[src/rtl/uart_rx_ctrl_pkg.sv]
// Shared UART definitions: FSM state encodings and default frame parameters,
// also used by the TX controller.
package uart_rx_ctrl_pkg;

    // Frame FSM state encodings (kept as plain constants for legacy decoders)
    localparam logic [1:0] IDLE  = 2'b00;
    localparam logic [1:0] START = 2'b01;
    localparam logic [1:0] DATA  = 2'b10;
    localparam logic [1:0] STOP  = 2'b11;

    // Default frame format: 8 data bits, 1 stop bit, 16x oversampling
    localparam int unsigned DEF_DBIT    = 8;
    localparam int unsigned DEF_SB_TICK = 16;
    localparam int unsigned DEF_OVS     = 16;

endpackage

[src/rtl/sync_2ff.sv]
// Two-flop synchroniser for asynchronous single-bit inputs. Resets to 1 so an
// idle-high line does not look like activity while coming out of reset.
module sync_2ff (
    input  logic clk,
    input  logic reset_n,
    input  logic d,
    output logic q
);

    logic meta_q;
    logic sync_q;

    // Shift the async input through two flops
    always_ff @(posedge clk or negedge reset_n) begin
        if (!reset_n) begin
            meta_q <= 1'b1;
            sync_q <= 1'b1;
        end else begin
            meta_q <= d;
            sync_q <= meta_q;
        end
    end

    assign q = sync_q;

endmodule

[src/rtl/uart_rx_ctrl.sv]
// UART receive sequencer: synchronises rx, runs the start/data/stop FSM on the
// oversampling tick, assembles the byte LSB-first and reports it with a
// one-cycle done pulse plus a framing-error flag.
module uart_rx_ctrl
    import uart_rx_ctrl_pkg::*;
#(
    parameter int unsigned DBIT    = DEF_DBIT,
    parameter int unsigned SB_TICK = DEF_SB_TICK,
    parameter int unsigned OVS     = DEF_OVS
) (
    input  logic            clk,
    input  logic            reset_n,
    input  logic            rx,
    input  logic            s_tick,
    output logic [DBIT-1:0] dout,
    output logic            rx_done_tick,
    output logic            frame_err,
    output logic            busy
);

    localparam int unsigned SMAX = (OVS > SB_TICK) ? OVS : SB_TICK;
    localparam int unsigned SW   = $clog2(SMAX);
    localparam int unsigned NW   = (DBIT > 1) ? $clog2(DBIT) : 1;

    localparam logic [SW-1:0] S_MID       = SW'(OVS / 2 - 1);
    localparam logic [SW-1:0] S_BIT_LAST  = SW'(OVS - 1);
    localparam logic [SW-1:0] S_STOP_LAST = SW'(SB_TICK - 1);
    localparam logic [SW-1:0] S_ONE       = SW'(1);
    localparam logic [NW-1:0] N_LAST      = NW'(DBIT - 1);
    localparam logic [NW-1:0] N_ONE       = NW'(1);

    logic            rx_s;
    logic [1:0]      state_q, state_d;
    logic [SW-1:0]   s_q, s_d;
    logic [NW-1:0]   n_q, n_d;
    logic [DBIT-1:0] b_q, b_d;
    logic [DBIT-1:0] dout_q, dout_d;
    logic            done_q, done_d;
    logic            ferr_q, ferr_d;

    sync_2ff u_rx_sync (
        .clk     (clk),
        .reset_n (reset_n),
        .d       (rx),
        .q       (rx_s)
    );

    // Frame FSM next-state, counters, shift register and completion outputs
    always_comb begin
        state_d = state_q;
        s_d     = s_q;
        n_d     = n_q;
        b_d     = b_q;
        dout_d  = dout_q;
        ferr_d  = ferr_q;
        done_d  = 1'b0;
        case (state_q)
            IDLE: begin
                // Falling edge detection is not gated by s_tick
                if (!rx_s) begin
                    state_d = START;
                    s_d     = '0;
                end
            end
            START: begin
                if (s_tick) begin
                    if (s_q == S_MID) begin
                        s_d = '0;
                        if (!rx_s) begin
                            state_d = DATA;
                            n_d     = '0;
                        end else begin
                            // Start bit did not survive to mid-bit: a glitch
                            state_d = IDLE;
                        end
                    end else begin
                        s_d = s_q + S_ONE;
                    end
                end
            end
            DATA: begin
                if (s_tick) begin
                    if (s_q == S_BIT_LAST) begin
                        s_d = '0;
                        b_d = {rx_s, b_q[DBIT-1:1]};
                        if (n_q == N_LAST) begin
                            state_d = STOP;
                            n_d     = '0;
                        end else begin
                            n_d = n_q + N_ONE;
                        end
                    end else begin
                        s_d = s_q + S_ONE;
                    end
                end
            end
            STOP: begin
                if (s_tick) begin
                    if (s_q == S_STOP_LAST) begin
                        state_d = IDLE;
                        s_d     = '0;
                        done_d  = 1'b1;
                        dout_d  = b_q;
                        ferr_d  = ~rx_s;
                    end else begin
                        s_d = s_q + S_ONE;
                    end
                end
            end
            default: begin
                state_d = IDLE;
                s_d     = '0;
                n_d     = '0;
            end
        endcase
    end

    // State and output registers
    always_ff @(posedge clk or negedge reset_n) begin
        if (!reset_n) begin
            state_q <= IDLE;
            s_q     <= '0;
            n_q     <= '0;
            b_q     <= '0;
            dout_q  <= '0;
            done_q  <= 1'b0;
            ferr_q  <= 1'b0;
        end else begin
            state_q <= state_d;
            s_q     <= s_d;
            n_q     <= n_d;
            b_q     <= b_d;
            dout_q  <= dout_d;
            done_q  <= done_d;
            ferr_q  <= ferr_d;
        end
    end

    assign dout         = dout_q;
    assign rx_done_tick = done_q;
    assign frame_err    = ferr_q;
    assign busy         = (state_q != IDLE);

endmodule

[config.mk]
export PLATFORM = sky130hd
export DESIGN_NAME = uart_rx_ctrl
export DESIGN_NICKNAME = d
export VERILOG_FILES = /design/src/rtl/uart_rx_ctrl_pkg.sv /design/src/rtl/sync_2ff.sv /design/src/rtl/uart_rx_ctrl.sv
export SDC_FILE = /design/constraint.sdc
export NUM_CORES = 1
export LEC_CHECK = 0
export BUFFER_PORTS_ARGS = -buffer_cell sky130_fd_sc_hd__buf_2
export CORE_AREA = 10 10 67 53
export CTS_BUF_LIST = sky130_fd_sc_hd__clkbuf_8
export CTS_CLUSTER_DIAMETER = 120
export DETAILED_ROUTE_END_ITERATION = 8
export DIE_AREA = 0 0 77 63
export PLACE_DENSITY = 0.77
export SYNTH_ARGS = -nofsm -noshare
export SYNTH_HDL_FRONTEND = slang
export SYNTH_SLANG_ARGS = --single-unit
[constraint.sdc]
create_clock -name clk -period 1.8 [get_ports clk]
set_input_delay 0.36 -clock clk [delete_from_list [all_inputs] [get_ports clk]]
set_output_delay 0.36 -clock clk [all_outputs]
set_load 0.02 [all_outputs]
==> flow_summary_export.csv <==
group,metric,value,unit
route,vias,784,
power_and_ir_drop,power_density,1140,nW/um^2
route,drc,0,
timing,rsz0062_at_grt,"false",
synthesis,synth_area,1290,sq um
cells_and_area,drive_above_1_share,40.9,%
timing,fin_skew,7.26,ps
min_path,hold_class,"in -> async",
route,avgViaCountPerCell,5.26,
timing,worstMarginPinSlew,609,ps
timing,period_share,92.6,%
route,dr.pass1.iters,4,
global_route,antenna_found_initial,0,
worst_setup_path,arrival,1820,ps
synthesis,yosys_warnings,0,
global_route,grt_usage,10.0,%
floorplan,die_y,63,um
cells_and_area,diodes,0,
clock_network,cts_hold_buf,0,
timing,hold_ws,85.6,ps
global_route,grt_pass1_wl,3900,um
synthesis,ys_seq_area_share,56.6,%
clock_network,worstSkewPairLatency,280,ps
timing,final.setup.tns,0,ps
synthesis,avgSynthCellArea,13.4,sq um
synthesis,ys_types,33,
cells_and_area,area_delta_synth_final,16.8,%
global_route,grt_pass1_vias,835,
timing,maxSlewViolCount,0,
clock_network,cts_num_sinks,29,
synthesis,synth-seq-cells,29,
worst_setup_path,worstPathRequired,1960,ps
worst_setup_path,cp-end-kind,"flop",
clock_network,post-cts-setup-buffers,0,
floorplan,pin_count,15,
synthesis,syn_inst,96,
timing,relSlewSlack,59.4,%
floorplan,rows,15,
cells_and_area,fillers,194,
global_route,grt_max_degree,30,
power_and_ir_drop,leakagePower,0.797,nW
cells_and_area,nNetsFinal,121,
clock_network,cts_made_buffers,5,
timing,fin_crit,1670,ps
clock_network,clkTransAtPathRegs,70,ps
worst_setup_path,startpoint_type,"flop",
global_route,overflow,0,
placement,io_buffers,14,
clock_network,cts_tree,"yes",
synthesis,syn_nets,103,
route,ant_nets,0,
worst_setup_path,path_class,"reg -> reg",
worst_setup_path,crit_fanout,9,
route,drt_iter0_drc,85,
power_and_ir_drop,vdd_drop_max,0.599,mV
floorplan,die_w,77,um
timing,hold_violations,0,
floorplan,core_area,2310,sq um
flow_run,max_cap_viol_count,0,
route,wl,2150,um
placement,dp_hpwl,1570,um
clock_network,ctsLongestPathBuffers,2,
run_status,status,"finished clean",
route,wire_per_inst,14.5,um
cells_and_area,multi_input_area,538,sq um
cells_and_area,regArea,728,sq um
clock_network,root_buffer,"clkbuf_8",
floorplan,dieArea,4850,sq um
timing,setup_viol,0,
clock_network,cts_resized,0,
timing,fmaxAchievable,600,MHz
placement,routabilityCongestion,0.756,
floorplan,initial_utilization,55.7,%
clock_network,htreeDepth,2,
## report_power, final
| part | internal [mW] | switching [mW] |
|---|---|---|
| registers | 0.702 | 0.0801 |
| clock network | 0.445 | 0.242 |
| logic | 0.103 | 0.145 |
## synthesized netlist by cell type
master / count / area share, %
mux2_2: 16 / 14
a211o_1: 1 / 0.68
o31ai_1: 1 / 0.58
nor2_8: 1 / 1.6
o21ai_0: 3 / 1.2
ha_1: 3 / 2.9
a32oi_1: 1 / 0.68
inv_1: 2 / 0.58
nor2_2: 1 / 0.49
nand4_4: 1 / 1.7
nor3_1: 2 / 0.78
nand3b_1: 1 / 0.58
a32o_1: 1 / 0.78
a22o_1: 1 / 0.68
and3b_1: 1 / 0.68
dfstp_2: 2 / 4.1
a211oi_1: 1 / 0.58
buf_2: 3 / 1.2
nand4_1: 1 / 0.49
o211ai_1: 1 / 0.58
mux2i_1: 1 / 0.78
dfrtp_1: 27 / 53
nand2_1: 5 / 1.5
nand3_1: 3 / 1.2
a21oi_1: 2 / 0.78
nor3b_1: 1 / 0.58
nor4_2: 1 / 0.97
mux2_4: 2 / 2.3
nand2b_1: 2 / 0.97
a31oi_1: 1 / 0.49
nor2_1: 4 / 1.2
a21o_1: 2 / 1.2
nor2_4: 1 / 0.88
## metal layers
metal	vias to the layer above	global-route usage (%)	part of all wire (%)
met4	0	5.45	2.4
met2	14	15.2	46
li1	384	-	-
met3	7	4.17	5.3
met1	379	11.6	46
met5	-	0	0
## per-stage QoR
step                      power (mW)  cells  util [%]  area [sq um]  setup WS [ps]
final                           1.72    149      65.1          1500            133
after global routing            1.81    149      65.1          1500           20.8
after CTS                       1.72    149      65.0          1500           74.7
after detailed placement        1.04    141      59.9          1380            109
after global placement          1.03    141      59.9          1380            186
after floorplan                0.973     96         -          1290            276
## flip-flops by register name, summed over array words and instances, names as in the netlist, named ones only
register / cells
b_q: 8
state_q: 1
rx_done_tick: 1
n_q: 3
u_rx_sync.meta_q: 1
s_q: 4
frame_err: 1
u_rx_sync.q: 1
dout: 8
## cells by family after synthesis
| logic type | share of synthesized area, % |
|---|---|
| flops | 56.6 |
| simple gates | 13.4 |
| mux | 17.1 |
| compound gates | 8.17 |
| buf+inv | 1.75 |
| fa+ha+maj | 2.92 |
## worst max-delay path, cell delays in order, from the launching register on
cell and delay, ps:
dfrtp_1 390, ha_1 310, nand4_4 200, nor2_4 280
mux2_2 370
## layout make-up
type | count | share of cell area, %
Clock buffer | 6 | 5.50
Clock inverter | 2 | 2.25
Inverter | 2 | 0.500
Multi-Input combinational cell | 62 | 35.8
Sequential cell | 29 | 48.5
Tap cell | 34 | 2.83
Timing Repair Buffer | 14 | 4.66
## final timing paths
kind	start	endpoint	slack [ps]	depth (start not counted)
max in group asynchronous	reset_n	rx_done_tick	1310	1
setup reg to reg	s_q[0]	dout[4]	130	4
min in group clk	rx	u_rx_sync.meta_q	180	1
hold / removal	reset_n	state_q[0]	90	1
setup / recovery	s_q[0]	dout[4]	130	4
hold reg to reg	u_rx_sync.meta_q	u_rx_sync.q	360	0
## layout by cell type, fill, tap and decap left out, types with 3 or more instances in the layout
master	count
inv_1	3
nand3_1	3
dfrtp_1	27
nor2_1	3
ha_1	3
buf_2	14
clkbuf_8	6
nand2_1	5
mux2_2	16
o21ai_0	3
Note: power is estimated with default switching activity, not from simulation.
